--- config.mk ---
export PLATFORM = sky130hd
export DESIGN_NAME = ring_buffer_manager
export DESIGN_NICKNAME = d
export VERILOG_FILES = /design/src/rtl/ring_buffer_manager.sv
export SDC_FILE = /design/constraint.sdc
export NUM_CORES = 1
export LEC_CHECK = 0
export CAP_MARGIN = 20
export CORE_AREA = 2 2 265 267
export CTS_CLUSTER_SIZE = 28
export DETAILED_ROUTE_END_ITERATION = 7
export DIE_AREA = 0 0 267 269
export GPL_TIMING_DRIVEN = 0
export SETUP_SLACK_MARGIN = 0.1
export SKIP_CTS_REPAIR_TIMING = 1
export SLEW_MARGIN = 10
export SYNTH_ARGS = -nofsm -noshare
export SYNTH_HDL_FRONTEND = slang
export SYNTH_SLANG_ARGS = --single-unit
--- constraint.sdc ---
create_clock -name clk -period 2.41 [get_ports clk]
set_input_delay 0.241 -clock clk [delete_from_list [all_inputs] [get_ports clk]]
set_output_delay 0.241 -clock clk [all_outputs]
set_load 0.02 [all_outputs]
--- src/rtl/ring_buffer_manager.sv ---
// Per-node ring buffer manager: through-ring (high) and local-injection (low) slots,
// local ejection, injection timestamping and starvation masking of the high buffer.
module ring_buffer_manager #(
    parameter int NODE_ID      = 0,
    parameter int PACKET_SIZE  = 49,
    parameter int BUFFER_SIZE  = 4,
    parameter int STARVE_LIMIT = 8
) (
    input  logic                              clk,
    input  logic                              rst_n,
    input  logic [PACKET_SIZE-1:0]            ring_in_pkt,
    output logic                              ring_ready,
    input  logic [PACKET_SIZE-1:0]            inj_pkt,
    input  logic                              inj_valid,
    output logic                              inj_ready,
    input  logic [15:0]                       grant_pos,
    input  logic                              grant_valid,
    input  logic                              grant_in_high,
    output logic [PACKET_SIZE*BUFFER_SIZE-1:0] buffer_high_prior,
    output logic [PACKET_SIZE*BUFFER_SIZE-1:0] buffer_low_prior,
    output logic [16*BUFFER_SIZE-1:0]         buffer_high_prior_route_info,
    output logic [16*BUFFER_SIZE-1:0]         buffer_low_prior_route_info,
    output logic [PACKET_SIZE-1:0]            eject_pkt,
    output logic                              overflow,
    output logic                              grant_err
);
    // state  | meaning
    // IDLE   | both buffers empty
    // ACTIVE | at least one slot valid
    // STARVE | high outputs masked until a low grant or the low buffer empties
    typedef enum logic [1:0] {IDLE, ACTIVE, STARVE} state_t;

    localparam int          V     = PACKET_SIZE - 1;
    localparam int          IW    = $clog2(BUFFER_SIZE);
    localparam logic [3:0]  NODE  = 4'(NODE_ID);
    localparam logic [3:0]  LIMIT = 4'(STARVE_LIMIT);
    localparam logic [15:0] NSLOT = 16'(BUFFER_SIZE);

    logic [PACKET_SIZE-1:0] hi_q [BUFFER_SIZE];
    logic [PACKET_SIZE-1:0] lo_q [BUFFER_SIZE];
    logic [PACKET_SIZE-1:0] eject_q, inj_stamped;
    logic [15:0]            ts_q;
    logic [3:0]             starv_q, starv_nx;
    state_t                 st_q, st_nx;
    logic                   ring_rdy_q, inj_rdy_q, ovf_q, gerr_q;

    logic [BUFFER_SIZE-1:0] hi_vld, lo_vld, hi_vld_nx, lo_vld_nx;
    logic [IW-1:0]          hi_sel, lo_sel, g_slot;
    logic ring_local, ring_wr, ring_drop, inj_local, inj_acc, lo_wr;
    logic g_hit, g_hi, g_lo, g_bad, mask_high;

    function automatic logic [15:0] route_of(input logic [PACKET_SIZE-1:0] p);
        return (p[V] && (p[31:28] != NODE)) ? 16'h0001 : 16'h0000;
    endfunction

    assign ring_local = ring_in_pkt[V] && (ring_in_pkt[31:28] == NODE);
    // ring_rdy_q mirrors "a high slot is free" for the current cycle, so it gates writes directly
    assign ring_wr    = ring_in_pkt[V] && !ring_local && ring_rdy_q;
    assign ring_drop  = ring_in_pkt[V] && !ring_local && !ring_rdy_q;

    assign inj_ready  = inj_rdy_q && !ring_local;
    assign inj_acc    = inj_valid && inj_ready;
    assign inj_local  = (inj_pkt[31:28] == NODE);
    assign lo_wr      = inj_acc && !inj_local;

    assign g_slot = grant_pos[IW-1:0];
    assign g_hit  = grant_valid && (grant_pos < NSLOT) &&
                    (grant_in_high ? hi_vld[g_slot] : lo_vld[g_slot]);
    assign g_hi   = g_hit && grant_in_high;
    assign g_lo   = g_hit && !grant_in_high;
    assign g_bad  = grant_valid && !g_hit;

    assign mask_high  = (st_q == STARVE);
    assign ring_ready = ring_rdy_q;
    assign eject_pkt  = eject_q;
    assign overflow   = ovf_q;
    assign grant_err  = gerr_q;

    always_comb begin
        inj_stamped           = inj_pkt;
        inj_stamped[V]        = 1'b1;
        inj_stamped[V-1 -: 16] = ts_q;
    end

    // Write slots come from pre-grant occupancy: the lowest-index free slot.
    always_comb begin
        hi_vld = '0;
        lo_vld = '0;
        hi_sel = '0;
        lo_sel = '0;
        for (int i = BUFFER_SIZE - 1; i >= 0; i--) begin
            hi_vld[i] = hi_q[i][V];
            lo_vld[i] = lo_q[i][V];
            if (!hi_q[i][V]) hi_sel = IW'(i);
            if (!lo_q[i][V]) lo_sel = IW'(i);
        end
    end

    always_comb begin
        hi_vld_nx = hi_vld;
        lo_vld_nx = lo_vld;
        if (g_hi)    hi_vld_nx[g_slot] = 1'b0;
        if (ring_wr) hi_vld_nx[hi_sel] = 1'b1;
        if (g_lo)    lo_vld_nx[g_slot] = 1'b0;
        if (lo_wr)   lo_vld_nx[lo_sel] = 1'b1;

        starv_nx = starv_q;
        if (g_lo || !(|lo_vld))
            starv_nx = 4'd0;
        else if (g_hi && (starv_q != 4'hF))
            starv_nx = starv_q + 4'd1;

        if (starv_nx >= LIMIT)
            st_nx = STARVE;
        else if ((|hi_vld_nx) || (|lo_vld_nx))
            st_nx = ACTIVE;
        else
            st_nx = IDLE;
    end

    always_comb begin
        buffer_high_prior            = '0;
        buffer_low_prior             = '0;
        buffer_high_prior_route_info = '0;
        buffer_low_prior_route_info  = '0;
        for (int i = 0; i < BUFFER_SIZE; i++) begin
            buffer_high_prior[i*PACKET_SIZE +: PACKET_SIZE] =
                {hi_q[i][V] & ~mask_high, hi_q[i][V-1:0]};
            buffer_low_prior[i*PACKET_SIZE +: PACKET_SIZE] = lo_q[i];
            buffer_high_prior_route_info[i*16 +: 16] = mask_high ? 16'h0000 : route_of(hi_q[i]);
            buffer_low_prior_route_info[i*16 +: 16]  = route_of(lo_q[i]);
        end
    end

    always_ff @(posedge clk or negedge rst_n) begin
        if (!rst_n) begin
            for (int i = 0; i < BUFFER_SIZE; i++) begin
                hi_q[i] <= '0;
                lo_q[i] <= '0;
            end
            eject_q    <= '0;
            ts_q       <= '0;
            starv_q    <= '0;
            st_q       <= IDLE;
            ring_rdy_q <= 1'b0;
            inj_rdy_q  <= 1'b0;
            ovf_q      <= 1'b0;
            gerr_q     <= 1'b0;
        end else begin
            for (int i = 0; i < BUFFER_SIZE; i++) begin
                if (g_hi && (g_slot == IW'(i)))    hi_q[i] <= '0;
                if (ring_wr && (hi_sel == IW'(i))) hi_q[i] <= ring_in_pkt;
                if (g_lo && (g_slot == IW'(i)))    lo_q[i] <= '0;
                if (lo_wr && (lo_sel == IW'(i)))   lo_q[i] <= inj_stamped;
            end
            eject_q    <= ring_local ? ring_in_pkt :
                          ((inj_acc && inj_local) ? inj_stamped : '0);
            ts_q       <= ts_q + 16'd1;
            starv_q    <= starv_nx;
            st_q       <= st_nx;
            ring_rdy_q <= ~&hi_vld_nx;
            inj_rdy_q  <= ~&lo_vld_nx;
            if (ring_drop) ovf_q  <= 1'b1;
            if (g_bad)     gerr_q <= 1'b1;
        end
    end
endmodule
After elaboration in Yosys (flattened, before gate mapping)
Index checks and enable logic that the tools add are counted.
- flip-flop bits (word level): 467
- output and inout bits: 573
- input bits: 119
- word-level logic and storage cells: 181
- reduce and logical (&&, ||, !) cells: 77
- bitwise operators: 10
- mux-type cells: 57
- $add $sub $neg: 2
- equal/unequal tests: 11
- order comparisons: 8
- operator list (kind ; number):
    49-bit 2-to-1 mux ; 18
    1-bit logical AND ; 41
    4-bit nonzero test ; 8
    4-bit 2-to-1 mux ; 6
    1-bit 2-to-1 mux ; 19
    2-bit 2-to-1 mux ; 9
    16-bit by 1-bit adder with 16-bit output, second input constant ; 1
    16-bit by 3-bit < comparator with 1-bit output, second input constant ; 1
    2-bit nonzero test ; 8
    2-bit equality test, second input constant ; 7
    4-bit OR reduction ; 3
    2-bit by 3-bit < comparator with 1-bit output, second input constant ; 3
    4-bit AND ; 2
    1-bit zero test ; 8
    4-bit zero test ; 2
    4-bit bitwise OR ; 2
    4-bit AND reduction ; 2
    1-bit demux with 2-bit select ; 3
    2-bit by 1-bit equality test with 1-bit output, second input constant ; 3
    2-bit by 1-bit greater-or-equal comparator with 1-bit output, second input constant ; 3
    2-bit zero test ; 3
    4-bit by 1-bit adder with 4-bit output, second input constant ; 1
    1-bit AND ; 4
    1-bit binary-select mux with 2-bit select ; 2
    other kinds (5) ; 6

Longest topological paths before layout
- word-level depth: 14
- depth in mapped cells: 9
- depth with buffers taken out: 6

Worst setup path before layout
Ideal clock, no wire load.
- path kind: reg-to-reg
- start point: reg lo_q (netlist bit buffer_low_prior[97])
- end point: reg lo_q (netlist bit buffer_low_prior[38])
- setup time: 0.066 ns
- period minus slack after synthesis: 2.000 ns
- path buffers: 3
- slack: 0.410 ns
- required time: 2.344 ns
- cell stages (with the launch flop): 7
- arrival: 1.933 ns
- cell sequence: dfrtp_1 -> clkbuf_1 -> a31oi_1 -> nor4_2 -> buf_2 -> clkbuf_1 -> a22o_1
- cells in the longest elaborated chain, start to end: 7
- elaborated cells on any way between the ends: 12
- classes of those cells: 6 x mux; 6 x reduce/logical
- ends and longest elaborated chain (element ; RTL line ; RTL):
    from (decl) ; 40 ; logic [PACKET_SIZE-1:0] lo_q [BUFFER_SIZE];
    from (signal, indexed assignment) ; 154 ; if (lo_wr && (lo_sel == IW'(i))) lo_q[i] <= inj_stamped;
    1-bit binary-select mux with 2-bit select ; 68 ; (grant_in_high ? hi_vld[g_slot] : lo_vld[g_slot]);
    1-bit 2-to-1 mux (not written as such) ; 68 ;
    1-bit 2-to-1 mux ; 68 ;
    1-bit logical AND ; 67 ; assign g_hit = grant_valid && (grant_pos < NSLOT) &&
    1-bit logical AND ; 70 ; assign g_lo = g_hit && !grant_in_high;
    1-bit logical AND ; 153 ; if (g_lo && (g_slot == IW'(i))) lo_q[i] <= '0;
    2-bit nonzero test (no line) ; -- ;
Several ways; a longest one is shown, not always the timed one. The select of a mux whose other input is x is not followed.
A chain may end at the register's enable or synchronous reset.

Worst setup path in the final report
- start point: in inj_pkt[29]
- end point: reg lo_q (netlist bit buffer_low_prior[127])
- cells in the longest elaborated chain, start to end: 5
- elaborated cells on any way between the ends: 6
- classes of those cells: 1 x mux; 5 x reduce/logical
- ends and longest elaborated chain (element ; RTL line ; RTL):
    from (decl) ; 13 ; input logic [PACKET_SIZE-1:0] inj_pkt,
    4-bit zero test ; 63 ; assign inj_local = (inj_pkt[31:28] == NODE);
    1-bit zero test ; 64 ; assign lo_wr = inj_acc && !inj_local;
    1-bit logical AND ; 64 ;
    1-bit logical AND ; 154 ;
    49-bit 2-to-1 mux or 2-bit nonzero test (tied branches) ; -- ;
Several ways; a longest one is shown, not always the timed one.

==> results.env <==
DIE_AREA_UM2=71820
VIAS=15450
TRITONCTS='yes'
SETUP-VIOLATIONS-FINAL=0
NUMBER_OF_GLOBAL_ROUTE_VIAS_BEFORE_REPAIR=15070
SLEW_HEADROOM=0.3796
ASYNC_FLOP_SHARE=1.000
INITIAL_ANTENNA_VIOLATION_COUNT=6
NUMBER_OF_FILLERS_IN_THE_FINAL_LAYOUT=6489
SYNTH_ENABLE_FLOP_CELLS=0
SYNTH_WARNINGS=0
WORSTPATHMAXFANOUT=10
ROWS=97
CLK_TRANSITION_REPORTED_PATHS_NS=0.06
DETAIL-ROUTE-ANTENNA-NETS=0
SYNTH_TOP_AREA_SHARE=0.5978
WORST_CLOCK_SKEW_NS=0.02014
CLOCK_SINKS=466
MAX-CLOCK-PATH-BUFFERS=3
STARTPOINT='inj_pkt[29]'
CORE_AREA_UM2=69300
FRACTION_OF_FINAL_LAYOUT_CELLS_WITH_DRIVE_STRENGTH_GREATER_THAN_1=0.2237
POST-SYNTH-TOP-AREA-CELL='sky130_fd_sc_hd__dfrtp_1'
TIMING.FINAL.MAX_SLEW_VIOLATIONS=0
TIMING.HOLD.WORST.CLASS='input port to register'
SETUP_SLACK_NS=0.05144
GR-TOTAL-OVERFLOW=0
FINAL_PERIOD_MINUS_WORST_SETUP_SLACK_NS=2.359
NUMCTSBUFFERS=52
AVGSYNTHCELLAREA_UM2=12.41
PORT-BUFFER-COUNT=553
DPL_CELL_AREA_UM2=26820
AREA_GROWTH_SYN_TO_LAYOUT_PCT=49.03
GRT_MAX_DEGREE=110
HIGHEST_CLOCK_RATE_MHz=424.0
DP_CELLS=3195
WIRE_PER_INST_UM=22.75
CLOCK_TREE.HTREE_LEVEL_COUNT=2
DPL_HPWL_MM=56.48
YOSYSSEQAREASHARE=0.5978
MULTI_INPUT_COMB_AREA_UM2=5640
ROUTE.DETAILED.VIAS_PER_INST=4.673
FIRST_ITER_VIOLATIONS=1232
INSTANCES_NO_FILL=3306
LARGEST_CELLS_BY_AREA_AFTER_SYNTHESIS='sky130_fd_sc_hd__dfrtp_1 (60%), sky130_fd_sc_hd__a22o_1 (17%), sky130_fd_sc_hd__buf_4 (12%), sky130_fd_sc_hd__nand2_1 (2.1%), sky130_fd_sc_hd__clkbuf_1 (1.3%)'
CLOCK_LATENCY_NS=0.60
WORST-SLEW-PIN-TRANSITION_NS=0.9306
BOUNDARYPINS=692
WORSTREG2REGSTART='buffer_low_prior[48]'
ROUTE.DETAILED.DRC=0
DIEHEIGHT_UM=269
FIRSTDRTPASSITERS=5
POST_SYNTHESIS_INSTANCE_AREA_UM2=19510
NUMBER_OF_NETS_AT_THE_END_OF_THE_FLOW=2446
FINALCRITPERIODSHARE=0.9787
LAYOUT.CELL_AREA.NON_FILLER_UM2=29070
GRT_SETUP_UNREPAIRED='yes'
GP_ROUTABILITY_CONGESTION=0.8499
P_LEAK_nW=13.79
CP.ARRIVAL_NS=2.84
OUTCOME='finished, final reports clean'
PRECTSSETUPSLACK_NS=-1.509
SETUP.WORST_PATH.CLASS='input port to register'
SETUP.WORST_PATH.START_CLASS='input port'
FLOORPLAN.INITIALDENSITY=0.2815
DESIGN_POWER_TOTAL_mW=37.04
SYNTH_CELL_TYPE_COUNT=48
GRT_PASS1_WL_MM=105.6
POSTSYNTHCELLCOUNT=1572
TIMING.HOLD.WORST.START='ring_in_pkt[31]'
POWER-PER-CELL-AREA_nW_PER_UM2=1274
IRDROPWORSTVDD_mV=0.6030
CAP_VIOLATIONS=0
CTS.ROOT.BUFFER_CELL='sky130_fd_sc_hd__clkbuf_16'
ROUTE.FINAL.WIRE_LENGTH_MM=75.22
REPORT.FINAL.HOLD_VIOL_COUNT=0
DIE_WIDTH_UM=267
WORST-ENDPOINT-REQUIRED_NS=2.89
TIMING.CRITICAL_PATH.TO_TYPE='register'
YS_SEQ_ELEMENTS=466
SYNTHFLOPTYPE='sky130_fd_sc_hd__dfrtp_1'
FF_LATCH_AREA_UM2=11670
GROUTE.USAGE.OVERALL=0.1994
==> logic make-up (layout without fill, tap and decap cells) <==
family,Yosys count,in the layout,synth area share
adders and majority gates,2,2,0.001283
AOI/OAI and AO/OA,463,463,0.1976
muxes,4,4,0.002053
buffers and inverters,430,1100,0.1460
and+or+nand+nor,191,191,0.04830
other,1,125,0.0001922
DFF,466,466,0.5978
xor gates and xnor gates,15,15,0.006735
==> layer usage <==
layer,up-vias,part of all wire,GRT usage
met1,7932,0.42,0.2616
li1,6738,-,-
met2,630,0.49,0.3288
met3,144,0.055,0.03516
met4,4,0.037,0.07729
met5,-,0.00036,0
==> path summary, 6_finish.rpt <==
path | endpoint | slack, ns | cells after the start
min in group asynchronous | buffer_low_prior[39] | 0.24 | 2
worst max register to register | buffer_low_prior[127] | 0.07 | 7
max in group asynchronous | buffer_high_prior[107] | 0.74 | 4
worst min-delay path | buffer_high_prior[129] | 0.15 | 2
worst min register to register | grant_err | 0.48 | 1
worst max-delay path | buffer_low_prior[127] | 0.05 | 9
==> flip-flops by register name, summed over array words and instances (netlist names) <==
register,count
buffer_low_prior,196
buffer_high_prior,192
eject_pkt,49
ts_q,16
hi_q,4
starv_q,3
st_q,2
grant_err,1
inj_rdy_q,1
overflow,1
ring_ready,1
==> layout make-up <==
cell class,count,share of cell area
tap,940,0.04045
multi-input combinational,799,0.1940
antenna,1,0.00008607
timing repair buffer,581,0.2026
clock inverter,18,0.008177
sequential,466,0.4013
inverter,5,0.0006455
clock buffer,76,0.05311
buffer,420,0.09959
==> where the power goes <==
group / internal (mW) / switching [mW] / total, mW
sequential: 10.5 / 1.79 / 12.3
combinational: 8.55 / 7.87 / 16.4
clock: 4.96 / 3.36 / 8.33
total: 24.0 / 13.0 / 37.0
==> critical path: stages <==
cell and delay, ns:
sky130_fd_sc_hd__clkdlybuf4s50_1 0.64, sky130_fd_sc_hd__nor4_2 0.09, sky130_fd_sc_hd__buf_2 0.19, sky130_fd_sc_hd__a2111o_1 0.53, sky130_fd_sc_hd__nor3b_4 0.36, sky130_fd_sc_hd__a31oi_4 0.12, sky130_fd_sc_hd__clkbuf_4 0.26, sky130_fd_sc_hd__buf_4 0.21
sky130_fd_sc_hd__a22o_1 0.19
==> per-stage QoR <==
| step | TNS [ns] | utilization | hold WS, ns |
|---|---|---|---|
| global placement | -9380.92 | 0.3850 | 0.4457 |
| detailed placement | -429.16 | 0.3870 | 0.2998 |
| global route | -2.263 | 0.4195 | 0.1313 |
| CTS | -204.02 | 0.4127 | -0.3463 |
| floorplan | 0 | - | -0.05459 |
| finish | 0 | 0.4195 | 0.1539 |
==> synth_stat cells, types with 3 or more instances <==
cell and instances:
sky130_fd_sc_hd__mux2i_1 4, sky130_fd_sc_hd__clkbuf_1 68, sky130_fd_sc_hd__buf_4 317, sky130_fd_sc_hd__xor2_1 3, sky130_fd_sc_hd__nor4_1 4, sky130_fd_sc_hd__a21oi_1 4
sky130_fd_sc_hd__o21ai_0 45, sky130_fd_sc_hd__a21o_1 6, sky130_fd_sc_hd__nand3_1 11, sky130_fd_sc_hd__nand2b_1 5, sky130_fd_sc_hd__a22o_1 380, sky130_fd_sc_hd__nor2_1 15
sky130_fd_sc_hd__buf_1 4, sky130_fd_sc_hd__nand4_1 7, sky130_fd_sc_hd__nor3_1 7, sky130_fd_sc_hd__nor4_2 3, sky130_fd_sc_hd__o41a_1 6, sky130_fd_sc_hd__or3_1 3
sky130_fd_sc_hd__xnor2_1 12, sky130_fd_sc_hd__and2_1 6, sky130_fd_sc_hd__a31oi_1 6, sky130_fd_sc_hd__o21ai_1 3, sky130_fd_sc_hd__nand2_1 110, sky130_fd_sc_hd__inv_1 5
sky130_fd_sc_hd__or2_2 3, sky130_fd_sc_hd__buf_2 36, sky130_fd_sc_hd__and3_1 5, sky130_fd_sc_hd__dfrtp_1 466
==> placed cells by master (no fill, tap or decap), types with 4 or more instances in the layout <==
master,netlist,layout
sky130_fd_sc_hd__bufinv_16,0,5
sky130_fd_sc_hd__a21o_1,6,6
sky130_fd_sc_hd__clkinv_2,0,8
sky130_fd_sc_hd__and3_1,5,5
sky130_fd_sc_hd__nand4_1,7,7
sky130_fd_sc_hd__clkbuf_4,0,12
sky130_fd_sc_hd__clkdlybuf4s50_1,0,535
sky130_fd_sc_hd__buf_2,36,26
sky130_fd_sc_hd__buf_4,317,340
sky130_fd_sc_hd__inv_1,5,5
sky130_fd_sc_hd__nand2b_1,5,5
sky130_fd_sc_hd__nor3_1,7,6
sky130_fd_sc_hd__xnor2_1,12,12
sky130_fd_sc_hd__nor2_1,15,14
sky130_fd_sc_hd__o41a_1,6,6
sky130_fd_sc_hd__clkbuf_1,68,47
sky130_fd_sc_hd__mux2i_1,4,4
sky130_fd_sc_hd__buf_16,0,4
sky130_fd_sc_hd__conb_1,1,124
sky130_fd_sc_hd__buf_1,4,4
sky130_fd_sc_hd__clkbuf_2,0,22
sky130_fd_sc_hd__and2_2,0,4
sky130_fd_sc_hd__o21ai_0,45,45
sky130_fd_sc_hd__clkbuf_8,0,11
sky130_fd_sc_hd__nand2_1,110,110
sky130_fd_sc_hd__dfrtp_1,466,461
sky130_fd_sc_hd__a22o_1,380,380
sky130_fd_sc_hd__clkbuf_16,0,54
sky130_fd_sc_hd__nand3_1,11,9
sky130_fd_sc_hd__dfrtp_2,0,5
sky130_fd_sc_hd__dlymetal6s2s_1,0,16
sky130_fd_sc_hd__nor4_4,2,4
Power figures use the tool's default switching activity.
==> patch (same settings) <==
Set the parameter `BUFFER_SIZE` to 2 (it was 4).
--- a/src/rtl/ring_buffer_manager.sv
+++ b/src/rtl/ring_buffer_manager.sv
@@ -3,7 +3,7 @@
 module ring_buffer_manager #(
     parameter int NODE_ID      = 0,
     parameter int PACKET_SIZE  = 49,
-    parameter int BUFFER_SIZE  = 4,
+    parameter int BUFFER_SIZE  = 2,
     parameter int STARVE_LIMIT = 8
 ) (
     input  logic                              clk,
Ports: changed (resized buffer_high_prior, buffer_high_prior_route_info, buffer_low_prior and buffer_low_prior_route_info); port bits go from 692 to 432. The function was not compared with the original's and may differ.
==> patch against the unedited design <==
Critical path depth is 7 lower. Design area is 40% lower. Core utilization down 17 points. Wire length is 43% lower. Sequential cell count is 195 lower. Die area unchanged. Global-route usage down 8.6 points. Via count decreased by 45%. Sequential power decreased by 44%. Non-clock buffer count shrank 428. Power is 43% lower. Worst setup slack improved by 0.11 ns. Synthesized area is 43% lower. Final cell count decreased by 32%. Critical endpoint is now buffer_low_prior_route_info[16]. Highest routed layer unchanged.
==> patch: results (changes against the unedited design) <==
metric,value,unit,change
outcome,completed,,
initial antenna violation count,5,,-1
net total in the final layout,1414,,-42%
fraction of registers with async set or reset after synthesis,1.00,,unchanged
yosys warns,0,,unchanged
top post-synthesis cells by area,"dfrtp_1 61%, a22o_1 19%, buf_4 11%",,
"Slew Viols, Final",0,,unchanged
Netlist cell types,45,,-6.3%
GRT Overall Usage,0.114,,-0.0858
Leak,0.00798,uW,-42%
"Clk pin slew, worst setup/hold paths",0.06,ns,about the same
"Seq/Total Area, Yosys",0.613,,+0.0154
routed vias,8539,,-45%
CTS Root Cell,clkbuf_16,,
vias in the first global route,8718,,-42%
Post-synth top cells,"271 x dfrtp_1, 236 x a22o_1, 158 x buf_4, 34 x clkbuf_1, 15 x buf_2",,
final setup skew,0.0252,ns,+0.00506 ns
relative slew slack,0.468,,+0.0884
Max Buffers Root-to-Sink,3,,unchanged
GPL Wtd Cong,0.784,,-7.7%
H-tree Lvls,2,,unchanged
total CTS buffers,34,,-35%
FILL cells,7235,,+11%
layout cell share with drive strength beyond 1,0.208,,-0.0158
global-route wire length before repair,59800,um,-43%
worst vdd ir,532,uV,-12%
clk_lat worst skew,0.54,ns,-0.06 ns
post-DR wirelength/cell,19.0,um,-16%
max FFs per register,98,,-50%
worst hold-check path type,input pin to flip-flop,,
DP Wirelength,31700,um,-44%
worst-path fanout max,7,,-3
Residual DRC,0,,unchanged
Port-buffer cells,352,,-36%
drt initial violations,346,,-72%
number of detailed-route iterations in the first pass,4,,-1
largest net degree at the start of global routing,97,,-12%
==> patch: cell count changes after synthesis, sizes merged, moves of 5 or more <==
cell / before / now
buf: 357 / 178
dfrtp: 466 / 271
a22o: 380 / 236
o21ai: 48 / 1
nor3: 8 / 3
nand2: 110 / 12
clkbuf: 68 / 34
nor2: 16 / 10
==> patch: kinds of logic (layout without fill, tap and decap cells) <==
logic type / Yosys count / in the layout / synth area share
XOR/XNOR: 14 / 14 / 0.0111
AO/OA/AOI/OAI: 262 / 262 / 0.208
AND/OR/NAND/NOR: 61 / 61 / 0.0300
adder cells (fa/ha/maj): 2 / 2 / 0.00226
multiplexers: 1 / 1 / 0.00204
buffers and inverters: 221 / 643 / 0.133
other: 1 / 66 / 0.000339
flip-flops: 271 / 271 / 0.613
==> patch: area by class of cell <==
type,count,area [um2],share of cell area
tap,940,1180,0.0676
inverter,9,33.8,0.00194
clock buffer,47,970,0.0557
clock inverter,14,153,0.00877
timing repair buffer,362,3660,0.210
sequential,271,6780,0.390
multi-input combinational,404,3150,0.181
buffer,211,1470,0.0844
antenna,2,5.00,0.000288
==> patch: worst paths after layout <==
kind	from	cells after the start	end	slack, ns
worst max-delay path	buffer_low_prior[97]	2	buffer_low_prior_route_info[16]	0.16
worst min-delay path	ring_in_pkt[29]	2	buffer_high_prior[78]	0.18
worst max register to register	buffer_low_prior[97]	5	buffer_low_prior[82]	0.17
worst min register to register	grant_err	1	grant_err	0.46
max in group asynchronous	rst_n	3	buffer_high_prior[13]	1.02
min in group asynchronous	rst_n	2	buffer_low_prior[47]	0.33
==> patch: stage by stage <==
| step | util | std cells | cell area (um2) | setup WS (ns) |
|---|---|---|---|---|
| after floorplan | - | 896 | 11300 | 0.600 |
| after global placement | 0.231 | 2188 | 16000 | -10.64 |
| after detailed placement | 0.232 | 2193 | 16100 | -1.32 |
| after CTS | 0.248 | 2254 | 17200 | -0.759 |
| after global routing | 0.251 | 2258 | 17400 | 0.0971 |
| final | 0.251 | 2260 | 17400 | 0.162 |
==> patch: routing by layer <==
layer  track usage  up-vias  part of all wire
li1              -     3777                 -
met1         0.143     4323              0.43
met2         0.183      354              0.47
met3        0.0339       75             0.075
met4        0.0424       10             0.027
met5             0        -            0.0014
==> patch: worst max-delay path, stage by stage, from the launching register on <==
cell and delay (ns):
dfrtp_1 0.62, o41a_1 0.24, clkdlybuf4s50_1 0.60
==> patch: power by group <==
part	internal [uW]	total (uW)	switching [uW]
combinational	4730	8900	4170
clock	3060	5180	2120
sequential	5960	6920	954
